===== config.mk =====
export PLATFORM = sky130hd
export DESIGN_NAME = fetch_pc_ctrl_flat
export DESIGN_NICKNAME = d
export VERILOG_FILES = /design/src/rtl/fetch_pc_ctrl_if.sv /design/src/rtl/fetch_pc_ctrl.sv /design/src/flat_wrapper.sv
export SDC_FILE = /design/constraint.sdc
export NUM_CORES = 1
export LEC_CHECK = 0
export BUFFER_PORTS_ARGS = -buffer_cell sky130_fd_sc_hd__clkbuf_2
export CAP_MARGIN = 0
export CORE_AREA = 2 2 132 160
export CTS_CLUSTER_DIAMETER = 100
export CTS_CLUSTER_SIZE = 25
export DETAILED_ROUTE_END_ITERATION = 10
export DIE_AREA = 0 0 134 162
export PLACE_DENSITY = 0.66
export SETUP_SLACK_MARGIN = 0.1
export SLEW_MARGIN = 20
export SYNTH_ARGS = -nofsm -noshare
export SYNTH_HDL_FRONTEND = slang
export SYNTH_SLANG_ARGS = --single-unit

===== constraint.sdc =====
create_clock -name clk -period 11.15 [get_ports clk]
set_input_delay 0.5575 -clock clk [delete_from_list [all_inputs] [get_ports clk]]
set_output_delay 0.5575 -clock clk [all_outputs]
set_load 0.005 [all_outputs]

===== src/rtl/fetch_pc_ctrl_if.sv =====
// rtl/fetch_pc_ctrl_if.sv - decoder-to-fetch bus for fetch_pc_ctrl
//
// Purpose: groups the decoder strobes, instruction fields and register
// operands consumed by the fetch stage, plus the PC values it returns.
// Ports (via modports):
//   master : drives beq/bne/bltz/jmp/jal/jr/syscall_halt, alu_equal,
//            rs_negative, imm16, jtarget, jr_addr; reads pc, pc_plus4, imem_addr
//   slave  : the fetch stage, opposite directions
interface fetch_pc_ctrl_if #(
    parameter int IADDR_W = 10
);
    logic               beq;
    logic               bne;
    logic               bltz;
    logic               jmp;
    logic               jal;
    logic               jr;
    logic               syscall_halt;
    logic               alu_equal;
    logic               rs_negative;
    logic [15:0]        imm16;
    logic [25:0]        jtarget;
    logic [31:0]        jr_addr;
    logic [31:0]        pc;
    logic [31:0]        pc_plus4;
    logic [IADDR_W-1:0] imem_addr;

    modport master (
        output beq, bne, bltz, jmp, jal, jr, syscall_halt,
        output alu_equal, rs_negative, imm16, jtarget, jr_addr,
        input  pc, pc_plus4, imem_addr
    );

    modport slave (
        input  beq, bne, bltz, jmp, jal, jr, syscall_halt,
        input  alu_equal, rs_negative, imm16, jtarget, jr_addr,
        output pc, pc_plus4, imem_addr
    );
endinterface


===== src/rtl/fetch_pc_ctrl.sv =====
// rtl/fetch_pc_ctrl.sv - PC register, next-PC select, RUN/HALT machine, perf counters
//
// Purpose: instruction-fetch / next-PC stage of a single-cycle MIPS datapath.
// Ports:
//   clk, rst_n   : clock, asynchronous active-low reset
//   go           : resume request, acts on its rising edge while halted
//   step         : (SINGLE_STEP_EN only) execute one instruction while halted
//   bus (slave)  : decoder strobes/fields in; pc, pc_plus4, imem_addr out
//   halted       : 1 while halted
//   cycle_cnt    : instructions executed
//   jump_cnt     : executed j/jal/jr
//   branch_cnt   : taken conditional branches
// Optional feature macro: SINGLE_STEP_EN (adds step input and STEP state).
module fetch_pc_ctrl #(
    parameter logic [31:0] RESET_PC = 32'h0000_0000,
    parameter int          IADDR_W  = 10
) (
    input  logic                  clk,
    input  logic                  rst_n,
    input  logic                  go,
`ifdef SINGLE_STEP_EN
    input  logic                  step,
`endif
    fetch_pc_ctrl_if.slave        bus,
    output logic                  halted,
    output logic [31:0]           cycle_cnt,
    output logic [31:0]           jump_cnt,
    output logic [31:0]           branch_cnt
);

`ifdef SINGLE_STEP_EN
    typedef enum logic [1:0] {S_RUN, S_HALT, S_STEP} state_t;
`else
    typedef enum logic [0:0] {S_RUN, S_HALT} state_t;
`endif

    state_t      r_state;
    state_t      w_state_nxt;
    logic [31:0] r_pc;
    logic [31:0] r_cycle_cnt;
    logic [31:0] r_jump_cnt;
    logic [31:0] r_branch_cnt;
    logic        r_go_q;

    logic [31:0] w_pc_plus4;
    logic [31:0] w_br_tgt;
    logic [31:0] w_j_tgt;
    logic [31:0] w_next_pc;
    logic        w_taken;
    logic        w_is_jump;
    logic        w_go_rise;
    logic        w_exec;

    assign w_pc_plus4 = r_pc + 32'd4;
    assign w_br_tgt   = w_pc_plus4 + {{14{bus.imm16[15]}}, bus.imm16, 2'b00};
    assign w_j_tgt    = {w_pc_plus4[31:28], bus.jtarget, 2'b00};
    assign w_taken    = (bus.beq & bus.alu_equal) | (bus.bne & ~bus.alu_equal) |
                        (bus.bltz & bus.rs_negative);
    assign w_is_jump  = bus.jr | bus.jmp | bus.jal;
    assign w_go_rise  = go & ~r_go_q;

`ifdef SINGLE_STEP_EN
    logic r_step_q;
    logic w_step_rise;
    assign w_step_rise = step & ~r_step_q;
    // A STEP cycle executes with exactly the same rules as a RUN cycle.
    assign w_exec      = (r_state == S_RUN) || (r_state == S_STEP);
`else
    assign w_exec      = (r_state == S_RUN);
`endif

    // Priority chain keeps the result defined for illegal multi-strobe inputs.
    always_comb begin
        w_next_pc = w_pc_plus4;
        if (bus.jr)
            w_next_pc = bus.jr_addr;
        else if (bus.jmp || bus.jal)
            w_next_pc = w_j_tgt;
        else if (w_taken)
            w_next_pc = w_br_tgt;
    end

    always_comb begin
        w_state_nxt = r_state;
        case (r_state)
            S_RUN:  if (bus.syscall_halt) w_state_nxt = S_HALT;
            S_HALT: begin
                if (w_go_rise)
                    w_state_nxt = S_RUN;
`ifdef SINGLE_STEP_EN
                else if (w_step_rise)
                    w_state_nxt = S_STEP;
`endif
            end
`ifdef SINGLE_STEP_EN
            S_STEP: w_state_nxt = S_HALT;
`endif
            default: w_state_nxt = S_RUN;
        endcase
    end

    always_ff @(posedge clk or negedge rst_n) begin
        if (!rst_n) begin
            r_state <= S_RUN;
            r_go_q  <= 1'b0;
        end else begin
            r_state <= w_state_nxt;
            r_go_q  <= go;
        end
    end

`ifdef SINGLE_STEP_EN
    always_ff @(posedge clk or negedge rst_n) begin
        if (!rst_n)
            r_step_q <= 1'b0;
        else
            r_step_q <= step;
    end
`endif

    always_ff @(posedge clk or negedge rst_n) begin
        if (!rst_n) begin
            r_pc         <= RESET_PC;
            r_cycle_cnt  <= 32'd0;
            r_jump_cnt   <= 32'd0;
            r_branch_cnt <= 32'd0;
        end else if (w_exec) begin
            r_cycle_cnt <= r_cycle_cnt + 32'd1;
            if (bus.syscall_halt) begin
                // Halting syscall retires like a plain instruction; control
                // strobes are ignored so the held pc is the one after it.
                r_pc <= w_pc_plus4;
            end else begin
                r_pc <= w_next_pc;
                if (w_is_jump)
                    r_jump_cnt <= r_jump_cnt + 32'd1;
                if (w_taken)
                    r_branch_cnt <= r_branch_cnt + 32'd1;
            end
        end
    end

    assign bus.pc        = r_pc;
    assign bus.pc_plus4  = w_pc_plus4;
    assign bus.imem_addr = r_pc[IADDR_W+1:2];
    assign halted        = (r_state == S_HALT);
    assign cycle_cnt     = r_cycle_cnt;
    assign jump_cnt      = r_jump_cnt;
    assign branch_cnt    = r_branch_cnt;

endmodule


===== src/flat_wrapper.sv =====
// flat-port wrapper written by rule: the top's interface ports become plain ports
module fetch_pc_ctrl_flat 
#(
    parameter logic [31:0] RESET_PC = 32'h0000_0000,
    parameter int          IADDR_W  = 10
)
  (clk, rst_n, go, halted, cycle_cnt, jump_cnt, branch_cnt, bus_beq, bus_bne, bus_bltz, bus_jmp, bus_jal, bus_jr, bus_syscall_halt, bus_alu_equal, bus_rs_negative, bus_imm16, bus_jtarget, bus_jr_addr, bus_pc, bus_pc_plus4, bus_imem_addr);
  fetch_pc_ctrl_if #(.IADDR_W(IADDR_W)) bus_i ();
  input  logic clk;
  input  logic rst_n;
  input  logic go;
  output logic halted;
  output logic [31:0] cycle_cnt;
  output logic [31:0] jump_cnt;
  output logic [31:0] branch_cnt;
  input wire logic [$bits(bus_i.beq)-1:0] bus_beq;
  input wire logic [$bits(bus_i.bne)-1:0] bus_bne;
  input wire logic [$bits(bus_i.bltz)-1:0] bus_bltz;
  input wire logic [$bits(bus_i.jmp)-1:0] bus_jmp;
  input wire logic [$bits(bus_i.jal)-1:0] bus_jal;
  input wire logic [$bits(bus_i.jr)-1:0] bus_jr;
  input wire logic [$bits(bus_i.syscall_halt)-1:0] bus_syscall_halt;
  input wire logic [$bits(bus_i.alu_equal)-1:0] bus_alu_equal;
  input wire logic [$bits(bus_i.rs_negative)-1:0] bus_rs_negative;
  input wire logic [$bits(bus_i.imm16)-1:0] bus_imm16;
  input wire logic [$bits(bus_i.jtarget)-1:0] bus_jtarget;
  input wire logic [$bits(bus_i.jr_addr)-1:0] bus_jr_addr;
  output wire logic [$bits(bus_i.pc)-1:0] bus_pc;
  output wire logic [$bits(bus_i.pc_plus4)-1:0] bus_pc_plus4;
  output wire logic [$bits(bus_i.imem_addr)-1:0] bus_imem_addr;
  assign bus_i.beq = bus_beq;
  assign bus_i.bne = bus_bne;
  assign bus_i.bltz = bus_bltz;
  assign bus_i.jmp = bus_jmp;
  assign bus_i.jal = bus_jal;
  assign bus_i.jr = bus_jr;
  assign bus_i.syscall_halt = bus_syscall_halt;
  assign bus_i.alu_equal = bus_alu_equal;
  assign bus_i.rs_negative = bus_rs_negative;
  assign bus_i.imm16 = bus_imm16;
  assign bus_i.jtarget = bus_jtarget;
  assign bus_i.jr_addr = bus_jr_addr;
  assign bus_pc = bus_i.pc;
  assign bus_pc_plus4 = bus_i.pc_plus4;
  assign bus_imem_addr = bus_i.imem_addr;
  fetch_pc_ctrl #(.RESET_PC(RESET_PC), .IADDR_W(IADDR_W)) u_core (.clk(clk), .rst_n(rst_n), .go(go), .bus(bus_i), .halted(halted), .cycle_cnt(cycle_cnt), .jump_cnt(jump_cnt), .branch_cnt(branch_cnt));
endmodule

==> summary.txt <==
Cells and area
  – Final nets: 1385
  – Area Overhead vs Synth: 22.7%
  – N_diodes: 0
  – Layout cell share with drive strength beyond 1: 25.0%
  – Fin area: 11000 um^2

Timing
  – Slew at the pin closest to its max-slew limit: 1080 ps
  – FMAX: 237 MHz
  – Setup TNS: 0 ps
  – Tmin final: 4210 ps
  – Final Hold Fails: 0
  – Skew final: 12.6 ps
  – Setup Viol. Count Final: 0
  – Slew HR: 27.8%
  – Pins Over Slew Limit: 0
  – Worst Setup Slack, final: 6940 ps
  – Period utilization: 37.8%
  – RSZ-0062 raised after global routing: no

Power and ir drop
  – Pwr per Cell Area: 191 nW/um^2
  – Worst VDD drop: 0.000102 V
  – Leak: 0.00526 uW

Yosys
  – Distinct cell type count after synthesis: 73
  – Fraction of registers with async set/reset: 100%
  – Top cell type's share of synthesized area: 36.4%
  – Prevailing post-synth register cell: dfrtp_1
  – Syn Nets: 1155
  – Post-Synthesis Cells: 1028
  – Post-synthesis sequential area ratio: 36.4%
  – Mapped cell area: 8950 um^2
  – Syn Area/Cell: 8.70 um^2
  – Post-synth EDFFs: 0
  – Synth warn: 0
  – Post-synth top area cell: dfrtp_1
  – Yosys reg bits: 130
  – Synth area leaders: dfrtp_1 (36%), xnor2_1 (9.4%), ha_1 (5.6%)

Drt
  – Post-DRT Antenna Nets: 0
  – Wirelength per Cell: 19.2 um
  – Detailed Routing Iterations Pass 1: 5
  – DRC Markers: 0
  – Total Wirelength: 29500 um
  – Via count: 8858
  – Via/cell ratio: 5.77
  – Detailed Route Iter0 Violations: 667

Die
  – Core footprint: 20000 um^2
  – Num ports: 257
  – Die Ht: 162 um
  – Starting Density: 44.6%
  – Core Rows: 57
  – Die area: 21700 um^2
  – Die X: 134 um

Place
  – Routability-driven placement congestion ratio: 1.00
  – Placed wire-length estimate: 22500 um
  – Pre-CTS worst setup slack: 7080 ps
  – Dpl cell area: 10400 um^2
  – IO Port Bufs: 256

Global route
  – Largest net degree at the start of global routing: 81
  – Number of global-route vias before repair: 8498
  – Gr usage total: 27.4%
  – Initial antenna violation count: 1
  – First-pass GRT wire length: 46600 um
  – GR Overflow Total: 0

Clock network
  – Resize count post-CTS: 0
  – Setup bufs post-CTS: 0
  – H-tree level count: 4
  – CTS Buf Count: 17
  – Reg clk slew, reported paths: 70 ps
  – Max clock buf depth: 2
  – Clk sink count: 130
  – Clock root cell: clkbuf_16
  – Worst skew pair latency: 430 ps
  – Post-CTS Hold Buffers: 0
  – CTS tree: yes

Setup path
  – CP Class: flop to flop
  – Critical Path Sink Type: flop
  – Critical path fanouts, max: 6
  – CP Cell Sequence: and4_1 > and3_1 > nand2_1 > xnor2_1 > ha_1 > a21o_1 > or3_1 > o211ai_1 > a211o_1 > nor2b_1 > o21bai_1 > a2111oi_0 > nor3b_1
  – Critical path launch point type: flop
  – Crit path max-delay family: simple AND/OR/NAND/NOR gates
  – Crit-path slowest cell: dfrtp_1
  – Crit path DAT: 4500 ps
  – Buf+Inv Stages, Crit Path: 0
  – Max stage delay on crit path: 500 ps
  – Flop2flop setup slack: 6940 ps
  – WP data required: 11440 ps

Run status
  – Status: completed

Job
  – MaxCap Viol Count: 0

Hold path
  – Hold Crit Class: input port to asynchronous set/reset pin
## final cells by class
cell class,instances,area (um^2)
Fill cell,1923,9060
Inverter,29,109
Timing Repair Buffer,263,1340
Multi-Input combinational cell,817,5360
Clock buffer,17,425
Clock inverter,15,158
Sequential cell,130,3250
Tap cell,265,332
## cell families after synthesis
logic type | Yosys count | synth area share, %
xor gates and xnor gates | 143 | 14.2
and+or+nand+nor | 391 | 21.7
buffers and inverters | 81 | 3.93
AOI/OAI and AO/OA | 236 | 17.3
DFF | 130 | 36.4
adders and majority gates | 41 | 5.82
muxes | 6 | 0.713
## per-layer routing
metal / vias to the layer above / wire length, um / GRT usage, %
met5: - / 10 / 0
met4: 2 / 1070 / 11.8
met3: 69 / 2140 / 5.21
met2: 389 / 14000 / 44.9
met1: 4242 / 12300 / 35.3
li1: 4156 / - / -
## cell usage after synthesis, drive strengths merged (7+ instances only)
master / number
xnor2: 98
o21ai: 51
nand2: 107
o21bai: 8
nor2: 90
a31oi: 10
a211oi: 10
and4: 11
and3: 22
clkbuf: 33
nand4: 30
a21o: 21
nor3: 26
or3: 8
o22ai: 9
inv: 28
o211ai: 9
and2: 7
dfrtp: 130
nor4: 8
buf: 19
a21oi: 61
ha: 40
nand3: 58
xor2: 45
## path summary, 6_finish.rpt
kind                                             startpoint                                to  depth (start not counted)
min in group clk                                         go           u_core.r_go_q$_DFF_PN0_                          1
setup / recovery               u_core.bus.pc[7]$_DFFE_PN0N_     u_core.bus.pc[24]$_DFFE_PN0N_                         13
max in group asynchronous                             rst_n           u_core.halted$_DFF_PN0_                          2
hold / removal                                        rst_n   u_core.jump_cnt[12]$_DFFE_PN0P_                          1
hold reg to reg            u_core.cycle_cnt[31]$_DFFE_PN0N_  u_core.cycle_cnt[31]$_DFFE_PN0N_                          1
setup reg to reg               u_core.bus.pc[7]$_DFFE_PN0N_     u_core.bus.pc[24]$_DFFE_PN0N_                         13
## where the power goes
part	internal [uW]	switching [uW]
clock	299	250
combinational	374	511
sequential	539	121
total	1210	881
## state kept, by name, indices dropped and copies added, names as in the netlist
register           flops
u_core.r_go_q          1
u_core.jump_cnt       32
u_core.halted          1
u_core.cycle_cnt      32
u_core.branch_cnt     32
u_core.bus.pc         32
## cells in the final DEF, fill, tap and decap left out, types with 7 or more instances in the layout
master	count
clkbuf_2	255
dfrtp_1	129
nand2_1	107
xnor2_1	96
nor2_1	89
a21oi_1	60
nand3_1	57
xor2_1	45
o21ai_0	43
ha_1	40
nand4_1	28
inv_1	27
nor3_1	24
and3_1	22
a21o_1	21
clkbuf_16	17
and4_1	11
a31oi_1	10
a211oi_1	9
o211ai_1	9
o22ai_1	9
nor4_1	8
o21bai_1	8
o21ai_1	8
and2_1	7
or3_1	7
## metrics by stage
| step | instances | util, % | hold WS [ps] | power (uW) |
|---|---|---|---|---|
| after floorplan | 1028 | - | 262 | 1210 |
| after global placement | 1504 | 51.9 | 456 | 1530 |
| after detailed placement | 1504 | 51.9 | 467 | 1530 |
| after CTS | 1536 | 54.8 | 106 | 2090 |
| after global routing | 1536 | 54.8 | 110 | 2220 |
| final | 1536 | 54.8 | 87.3 | 2090 |
(Power assumes the default switching activity.)
